<file path="config.mk">
export PLATFORM = sky130hd
export DESIGN_NAME = axis_pfifo
export DESIGN_NICKNAME = d
export VERILOG_FILES = /design/src/rtl/axis_pfifo_ram.sv /design/src/rtl/axis_pfifo.sv
export SDC_FILE = /design/constraint.sdc
export NUM_CORES = 1
export LEC_CHECK = 0
export BUFFER_PORTS_ARGS = -buffer_cell sky130_fd_sc_hd__buf_2
export CELL_PAD_IN_SITES_DETAIL_PLACEMENT = 0
export CELL_PAD_IN_SITES_GLOBAL_PLACEMENT = 2
export CORE_AREA = 2 2 156 158
export DETAILED_ROUTE_END_ITERATION = 6
export DIE_AREA = 0 0 158 160
export PLACE_DENSITY_LB_ADDON = 0.12
export RECOVER_POWER = 25
export SETUP_SLACK_MARGIN = 0.02
export SLEW_MARGIN = 5
export SYNTH_ARGS = -nofsm -noshare
export SYNTH_HDL_FRONTEND = slang
export SYNTH_SLANG_ARGS = --single-unit
</file>
<file path="constraint.sdc">
create_clock -name clock -period 8.3 [get_ports clock]
set_input_delay 0.415 -clock clock [delete_from_list [all_inputs] [get_ports clock]]
set_output_delay 0.415 -clock clock [all_outputs]
set_load 0.01 [all_outputs]
</file>
<file path="src/rtl/axis_pfifo_ram.sv">
// Simple dual-port buffer: synchronous write, asynchronous read.
// Kept separate so it can be remapped to LUTRAM or BRAM without touching control.
module axis_pfifo_ram #(
  parameter int WIDTH = 9,
  parameter int ABITS = 4
) (
  input  logic             clock,
  input  logic             we,
  input  logic [ABITS-1:0] waddr,
  input  logic [WIDTH-1:0] wdata,
  input  logic [ABITS-1:0] raddr,
  output logic [WIDTH-1:0] rdata
);

  localparam int DEPTH = 1 << ABITS;

  logic [WIDTH-1:0] mem [DEPTH];

  always_ff @(posedge clock) begin
    if (we) mem[waddr] <= wdata;
  end

  assign rdata = mem[raddr];

endmodule

</file>
<file path="src/rtl/axis_pfifo.sv">
// Store-and-forward AXI4-Stream packet FIFO with cut-through release for
// frames that do not fit in the buffer.
module axis_pfifo #(
  parameter int WIDTH = 8,
  parameter int ABITS = 4
) (
  input  logic             clock,
  input  logic             reset,
  input  logic             s_tvalid_i,
  output logic             s_tready_o,
  input  logic             s_tlast_i,
  input  logic [WIDTH-1:0] s_tdata_i,
  output logic             m_tvalid_o,
  input  logic             m_tready_i,
  output logic             m_tlast_o,
  output logic [WIDTH-1:0] m_tdata_o,
  output logic [ABITS:0]   level_o,
  output logic [ABITS:0]   frames_o
);

  // Handshake: a beat moves on either side at a rising edge where valid and
  // ready are both high; valid never waits on ready, and the output register
  // holds data and last stable while valid is high and ready is low.

  localparam logic [ABITS:0] ONE = 1;

  logic [ABITS:0] wr_ptr;
  logic [ABITS:0] rd_ptr;
  logic [ABITS:0] frames_q;
  logic           ready_q;
  logic           release_q;
  logic           empty;
  logic           full;
  logic           wr_en;
  logic           ld;
  logic           frame_in;
  logic           frame_out;
  logic [WIDTH:0] rd_word;

  assign empty = (wr_ptr == rd_ptr);
  assign full  = (wr_ptr[ABITS] != rd_ptr[ABITS]) &&
                 (wr_ptr[ABITS-1:0] == rd_ptr[ABITS-1:0]);

  // ready_q keeps the input closed during reset and opens it one edge later.
  assign s_tready_o = ready_q && !full;
  assign wr_en      = s_tvalid_i && s_tready_o;
  assign ld         = !empty && ((frames_q != '0) || release_q) &&
                      (!m_tvalid_o || m_tready_i);
  assign frame_in   = wr_en && s_tlast_i;
  assign frame_out  = ld && rd_word[WIDTH];

  assign level_o  = wr_ptr - rd_ptr;
  assign frames_o = frames_q;

  axis_pfifo_ram #(
    .WIDTH(WIDTH + 1),
    .ABITS(ABITS)
  ) u_ram (
    .clock(clock),
    .we   (wr_en),
    .waddr(wr_ptr[ABITS-1:0]),
    .wdata({s_tlast_i, s_tdata_i}),
    .raddr(rd_ptr[ABITS-1:0]),
    .rdata(rd_word)
  );

  always_ff @(posedge clock or posedge reset) begin
    if (reset) begin
      wr_ptr     <= '0;
      rd_ptr     <= '0;
      frames_q   <= '0;
      ready_q    <= 1'b0;
      release_q  <= 1'b0;
      m_tvalid_o <= 1'b0;
      m_tlast_o  <= 1'b0;
      m_tdata_o  <= '0;
    end else begin
      ready_q <= 1'b1;
      if (wr_en) wr_ptr <= wr_ptr + ONE;

      if (ld) begin
        rd_ptr     <= rd_ptr + ONE;
        m_tvalid_o <= 1'b1;
        m_tlast_o  <= rd_word[WIDTH];
        m_tdata_o  <= rd_word[WIDTH-1:0];
      end else if (m_tready_i) begin
        m_tvalid_o <= 1'b0;
      end

      case ({frame_in, frame_out})
        2'b10:   frames_q <= frames_q + ONE;
        2'b01:   frames_q <= frames_q - ONE;
        default: frames_q <= frames_q;
      endcase

      // A full buffer with no complete frame can only drain by cut-through.
      if (frame_out)                      release_q <= 1'b0;
      else if (full && frames_q == '0)    release_q <= 1'b1;
    end
  end

endmodule

</file>
## Yosys cells after proc, flatten, opt, wreduce, memory -nomap -nowiden

Memory sizes are Yosys's and may differ from the RTL's.
Cells that the tools add are included.

- Flip-flop bits (word level): 27
- RAM bits: 144
- Input bits: 13
- Output and inout port bits: 21
- Logic and storage cells: 44
- Memories kept: 1

- Add/sub/neg operators: 5
- Eq/ne operators: 5
- Muxes and demuxes: 7
- Reduce and logical (&&, ||, !) cells: 18

Memories:

| memory | depth | width | rd ports | clocked after memory_dff | write ports | RTL line | text |
|---|---|---|---|---|---|---|---|
| u_ram.mem | 16 | 9 | 1 | 0 | 1 | axis_pfifo_ram.sv:17 | `logic [WIDTH-1:0] mem [DEPTH];` |

Operators with widths:

| kind | count |
|---|---|
| $add 5x1->5 const B | 3 |
| $pmux 5 s2 | 1 |
| $logic_and 1x1->1 | 8 |
| $mux 1 | 6 |
| $reduce_bool 2->1 | 3 |
| $eq 5x5->1 | 1 |
| $logic_not 5->1 | 1 |
| $reduce_bool 5->1 | 1 |
| $sub 5x1->5 const B | 1 |
| $sub 5x5->5 | 1 |
| $eq 4x4->1 | 1 |
| $logic_not 1->1 | 3 |
| $eq 2x1->1 const B | 1 |
| $eq 2x2->1 const B | 1 |
| $logic_or 1x1->1 | 2 |
| $ne 1x1->1 | 1 |

## Depth between registers and ports, before layout

Gate-level depths: netlist of the first run.

- Word-level depth: 8
- Depth in mapped cells: 17

## Hierarchy

A second synthesis of the first run with hierarchy kept.

- Cell total of the unflattened synthesis: 373
- Area, all modules: 7089.3 µm²

By module, submodules not included:

| module | times used | cells an instance | area an instance (µm²) | seq. area each (µm²) |
|---|---|---|---|---|
| axis_pfifo_ram | 1 | 245 | 5600.4 | 4324.1 |
| axis_pfifo | 1 | 128 | 1488.9 | 675.6 |

## Worst setup path before layout of the first run

No wires, ideal clock.

- Path kind: register -> register
- Start point: reg rd_ptr[1]
- End point: reg frames_q[4], in the netlist frames_o[4]
- Library setup time: 126 ps
- Data arrival time: 3796 ps
- Required time: 8174 ps
- Slack: 4379 ps
- Stages on the path, launching flop included: 17
- Path through: dfrtp_1 -> inv_4 -> buf_1 -> ha_1 -> nand4_1 -> o221ai_4 -> or2_1 -> buf_6 -> o22ai_4 -> ha_1 -> inv_1 -> fa_1 -> nor2b_1 -> o21ai_0 -> nand3_1 -> or3b_2 -> xnor2_1

- Longest elaborated chain between the ends: 8
- Elaborated cells between the ends (all ways): 16
- Those cells by class: 4 x eq/ne; 1 x mux; 10 x reduce/logical; 1 x memory

Ends and longest elaborated chain:

| element | RTL line | text |
|---|---|---|
| start, declared | axis_pfifo.sv:28 | `logic [ABITS:0] rd_ptr;` |
| start signal, assigned | axis_pfifo.sv:82 | `rd_ptr <= rd_ptr + ONE;` |
| parallel branches: the longest is 8 deep, another holds $mem_v2 16x9 | - |  |
| end signal, assigned | axis_pfifo.sv:91 | `2'b10: frames_q <= frames_q + ONE;` |
| end signal, assigned | axis_pfifo.sv:92 | `2'b01: frames_q <= frames_q - ONE;` |
| end signal, assigned | axis_pfifo.sv:93 | `default: frames_q <= frames_q;` |
| end, declared | axis_pfifo.sv:29 | `logic [ABITS:0] frames_q;` |

Several ways; the timed one is not identified.
A chain may end at the register's enable or synchronous reset.

## Worst setup path in the final report of the first run

Same ends and word-level chain as after synthesis.

==> metrics.txt, run 1 <==
sequential area share after synthesis=0.7142; Commonest cells post-synth=edfxtp_1, mux4_2, dfrtp_1, nand2_1, mux2i_1; I/O pins=34; hold_sp=m_tready_i; Synth Instances=372; ys async rst share=0.1579; Worst-Margin Slew=1.583 ns; drt pass-1 iters=5; Synth Area in Adders=0.02895; YS warnings=0; largest net degree at the start of global routing=38; post-route ant nets=0; CP startpoint kind=flop; vias in the first global route=3658; synth top area cells=edfxtp_1, mux4_2, dfrtp_1, mux2i_1, ha_1; Row Count=57; number of DRC markers in iteration 0=186; Crit path arrival time=4.43 ns; post-synthesis mux area share=0.1467; Core ar.=0.02382 sq mm; number of remaining DRC errors=0; most frequent cell after synthesis=edfxtp_1; Sink Count=171; critical path type=flop to flop; Synth cell types=42; Worst-Skew Late Latency=0.42 ns; endpoints failing hold=0; Synth Cell Area=0.007000 sq mm; power after layout=2853 uW; Syn Nets=400; Layout area overhead=15.57%; Crit path required time=8.60 ns; worst vdd ir=0.0001343 V; CTS tree=done; H-tree levels=4; Hold Path Class=input port to flop; I/O Buffers=33; Pleak=0.002820 uW; Nets=442; Initial Util=0.2939; failing checks=capacitance limit, slew limit; # diodes=0; post-synthesis xor/xnor area fraction=0.01877; Synth Area in Compound Gates=0.02895; PostCTS Resize Cnt=0; Finish-stage setup viols=0; total CTS buffers=17; Post-CTS Setup Bufs=0; max-slew violation count=28; global-route wire length before repair=23.54 mm; Yosys top cell by area=edfxtp_1; critical path capture point type=flop; PD cells=352.6 mW/mm^2; Crit Path Max Fanout=19; gr ovfl total=0; syn avg cell area=18.82 sq um; top-area cell type share of the netlist area=0.6177; Yosys reg bits=171; min cycle time layout=4.124 ns; fraction of layout cells with a size suffix above 1=0.2535; CTS root buf=clkbuf_16; RSZ-0062 raised after global routing=false; crit path from=rd_ptr[1]; largest family of logic cells by synthesized area=multiplexers; simple-gate area share of the yosys netlist=0.03896; half-perimeter wire length after placement=9.682 mm; hold_buf cts=0; run status=finished with violations; Final Skew=0.009534 ns; R2R Setup Slk=4.18 ns; DR WL/cell=20.54 um; initial antenna violation count=0; Slew HR=-0.05509; setup TNS=0 ns; die width=158 um; Post-synth EDFFs=144; max-cap viol count=1; fin crit share=0.4969; gpl congestion=0.7480; via count=3336; maximum clock rate=0.2425 GHz; ys flop type=edfxtp_1; die area=0.02528 sq mm; drt total wl=15.40 mm; reg-to-reg startpoint=rd_ptr[1]; vias per std cell=4.448; Max clock buf depth=2; Clk pin slew, worst setup/hold paths=0.07 ns; Die Ht=160 um; all-layer global routing usage=0.1313
logic make-up (layout without fill, tap and decap cells):
family / Yosys count / after routing
simple gates: 57 / 57
mux: 56 / 56
fa+ha+maj: 15 / 15
compound gates: 24 / 24
other cells: 1 / 1
flops: 171 / 171
buf+inv: 33 / 87
xor+xnor: 15 / 15
cell usage in the layout (no fill, tap or decap), types with 2 or more instances in the layout:
master / Yosys / routed
a21o_1: 3 / 3
a21oi_1: 4 / 4
buf_2: 5 / 28
buf_4: 0 / 5
clkbuf_1: 6 / 6
clkbuf_16: 0 / 17
clkinv_1: 0 / 4
dfrtp_1: 27 / 26
edfxtp_1: 144 / 144
fa_1: 2 / 2
ha_1: 13 / 13
inv_1: 16 / 16
inv_6: 0 / 5
inv_8: 0 / 3
mux2i_1: 19 / 19
mux4_1: 4 / 4
mux4_2: 32 / 32
nand2_1: 21 / 21
nand2b_1: 4 / 4
nand3_1: 2 / 2
nand4_1: 3 / 3
nor2_1: 13 / 13
nor3_2: 0 / 4
o21ai_0: 4 / 4
o221ai_1: 8 / 8
or2_2: 2 / 2
xnor2_1: 10 / 10
xor2_1: 5 / 5
routing by layer:
| metal | wire length (um) | share of wire | global-route usage |
|---|---|---|---|
| met2 | 7569 | 0.49 | 0.2083 |
| met4 | 97 | 0.0063 | 0.03194 |
| met5 | 0 | 0 | 0 |
| met1 | 6969 | 0.45 | 0.1828 |
| met3 | 765 | 0.050 | 0.03121 |
worst max-delay path: stages (launching register included):
cell	delay (ns)
dfrtp_1	0.48
inv_4	0.21
ha_1	0.36
nand4_1	0.21
o221ai_4	0.47
or2_1	0.44
o22ai_4	0.15
ha_1	0.28
ha_1	0.34
nor2b_1	0.14
o21ai_0	0.23
a21oi_1	0.10
or3b_2	0.45
xnor2_1	0.13
layout make-up:
type	instances	area (sq um)
clock buffers	17	425.4
repair buffers	39	200.2
inverters	17	66.31
fillers	2325	15730
multi-input cells	168	1861
flip-flops and latches	171	5001
well taps	324	405.4
clock inverters	14	131.4
final timing paths:
| check | endpoint | depth (start not counted) |
|---|---|---|
| worst max-delay path | frames_o[4] | 13 |
| worst min-delay path | m_tvalid_o | 3 |
| worst max register to register | frames_o[4] | 13 |
| worst min register to register | m_tlast_o | 1 |
| max in group asynchronous | rd_ptr[2] | 3 |
| min in group asynchronous | wr_ptr[0] | 3 |
per-stage QoR:
step	worst slack [ns]	instances	utilization	hold slack, ns	cell area (sq um)
finish	4.176	750	0.3396	0.3739	8090
global route	3.895	750	0.3396	0.3807	8090
CTS	4.136	750	0.3401	0.06819	8100
detailed placement	4.156	719	0.3167	0.4773	7543
global placement	4.258	719	0.3167	0.4780	7543
floorplan	4.379	372	-	0.4607	7000
state kept, by name (all words and copies together), names as in the netlist:
signal	flops
wr_ptr	5
m_tlast_o	1
rd_ptr	5
m_tvalid_o	1
release_q	1
ready_q	1
frames_o	5
u_ram.mem	144
m_tdata_o	8
report_power, final:
group          switching [uW]  internal (uW)
Combinational             534            436
Sequential               85.5           1030
Clock                     345            419
Total                     965           1890
(Power assumes the default switching activity.)
==> run 2: changes to the inputs <==
Clock period 8.3 ns to 3.9 ns, I/O delays scaled along.
==> metrics.txt, run 2 (synthesis results as in run 1) <==
CP startpoint kind=flop; PD cells=751.3 mW/mm^2; global-route wire length before repair=24.27 mm; Row Count=57; I/O Buffers=33; Nets=469; Final Skew=0.02368 ns; half-perimeter wire length after placement=10.67 mm; drt total wl=16.15 mm; filler instances=2306; R2R Setup Slk=0.40 ns; number of remaining DRC errors=0; commonest non-fill, non-tap cell in the layout=edfxtp_1; switch share=0.3281; area occupied by multi-input gates=0.001861 sq mm; Worst-Margin Slew=0.8332 ns; max-slew violation count=0; commonest cells after routing, fill and taps aside=edfxtp_1, mux4_2, buf_4, dfrtp_1, buf_2; critical path capture point type=flop; fraction of layout cells with a size suffix above 1=0.2996; worst vdd ir=0.0002980 V; setup slack after layout=0.4038 ns; Worst-Skew Late Latency=0.43 ns; CTS root buf=clkbuf_16; fin crit share=0.8965; H-tree levels=4; DR WL/cell=20.76 um; endpoints failing hold=0; gpl congestion=0.7459; RSZ-0062 raised after global routing=false; max FFs per register=144; Max clock buf depth=2; via count=3488; largest net degree at the start of global routing=37; Die Ht=160 um; maximum clock rate=0.2860 GHz; drt pass-1 iters=6; setup TNS=0 ns; Sequential Power Share=0.372; Sw Pwr=2062 uW; vias per std cell=4.483; vias in the first global route=3606; number of DRC markers in iteration 0=196; Sink Count=171; dpl ws=0.3990 ns; all-layer global routing usage=0.1364; Finish-stage setup viols=0; Slew HR=0.4425; die width=158 um; Pleak=0.002986 uW; Crit path arrival time=3.81 ns; Biggest register=u_ram.mem; final core utilization=0.3512; I/O pins=34; post-route ant nets=0; internal cell power=4223 uW; Core ar.=0.02382 sq mm; FF/Latch Area=0.005001 sq mm; top flop regs=u_ram.mem x144, m_tdata_o x8; total CTS buffers=17; Clk network pwr share=0.285; power after layout=6285 uW; Clk pin slew, worst setup/hold paths=0.07 ns; gr ovfl total=0; die area=0.02528 sq mm; Crit path required time=4.21 ns; max-cap viol count=0; Layout area overhead=19.50%; run status=finished clean; Crit Path Max Fanout=5; min cycle time layout=3.496 ns; Gate power share=0.343; Hold Path Class=input port to flop; # diodes=0; Initial Util=0.2939; critical path type=flop to flop; initial antenna violation count=0; Post-CTS Setup Bufs=0; CTS tree=done
-- run 2: timing repair --
action                    4_1_cts  5_1_grt
resized for setup               0        0
hold buffers                    1        0
hold endpoints to repair       27        0
-- run 2: final cells by class --
cell class / count / area share
inverter: 17 / 0.007927
timing repair buffer: 66 / 0.04846
sequential: 171 / 0.5978
multi-input combinational: 168 / 0.2224
clock inverter: 14 / 0.02363
clock buffer: 18 / 0.05130
tap: 324 / 0.04846
-- run 2: worst max-delay path, stage by stage, from the launching register on --
cell	delay [ns]
dfrtp_1	0.48
inv_4	0.05
ha_1	0.31
nand4_1	0.20
o22ai_1	0.14
or2_2	0.37
o22ai_4	0.15
ha_1	0.25
inv_1	0.10
fa_1	0.41
nor2b_1	0.13
o21ai_0	0.11
nand3_1	0.10
or3b_2	0.45
xnor2_1	0.13
-- run 2: per-layer routing --
layer,track usage,vias up,share of wire
met4,0.03890,0,0.0095
met1,0.2056,1830,0.51
met3,0.02822,9,0.027
li1,-,1598,-
met5,0,-,0
met2,0.1996,51,0.46
-- run 2: path summary, 6_finish.rpt --
kind,start,cells after the start,endpoint
max,rd_ptr[1],14,frames_o[4]
min,m_tready_i,3,m_tvalid_o
max reg2reg,rd_ptr[1],14,frames_o[4]
min reg2reg,m_tlast_o,1,m_tlast_o
max in group asynchronous,reset,4,rd_ptr[2]
min in group asynchronous,reset,4,wr_ptr[4]
-- run 2: per-stage QoR --
| step | cell area [sq um] | instances | hold WS [ns] |
|---|---|---|---|
| final | 8366 | 778 | 0.1323 |
| after global placement | 7739 | 745 | 0.3234 |
| after CTS | 8376 | 778 | 0.1287 |
| after detailed placement | 7739 | 745 | 0.3270 |
| after floorplan | 7004 | 372 | 0.2477 |
| after global routing | 8366 | 778 | 0.1407 |
-- run 2: power by group through the flow --
stage / sequential [uW] / clock, uW / combinational (uW)
3_5_place_dp: 2380 / 0 / 2220
6_report: 2340 / 1790 / 2150
3_3_place_gp: 2370 / 0 / 2240
2_1_floorplan: 2370 / 0 / 1530
5_1_grt: 2370 / 1910 / 2400
4_1_cts: 2340 / 1840 / 2230
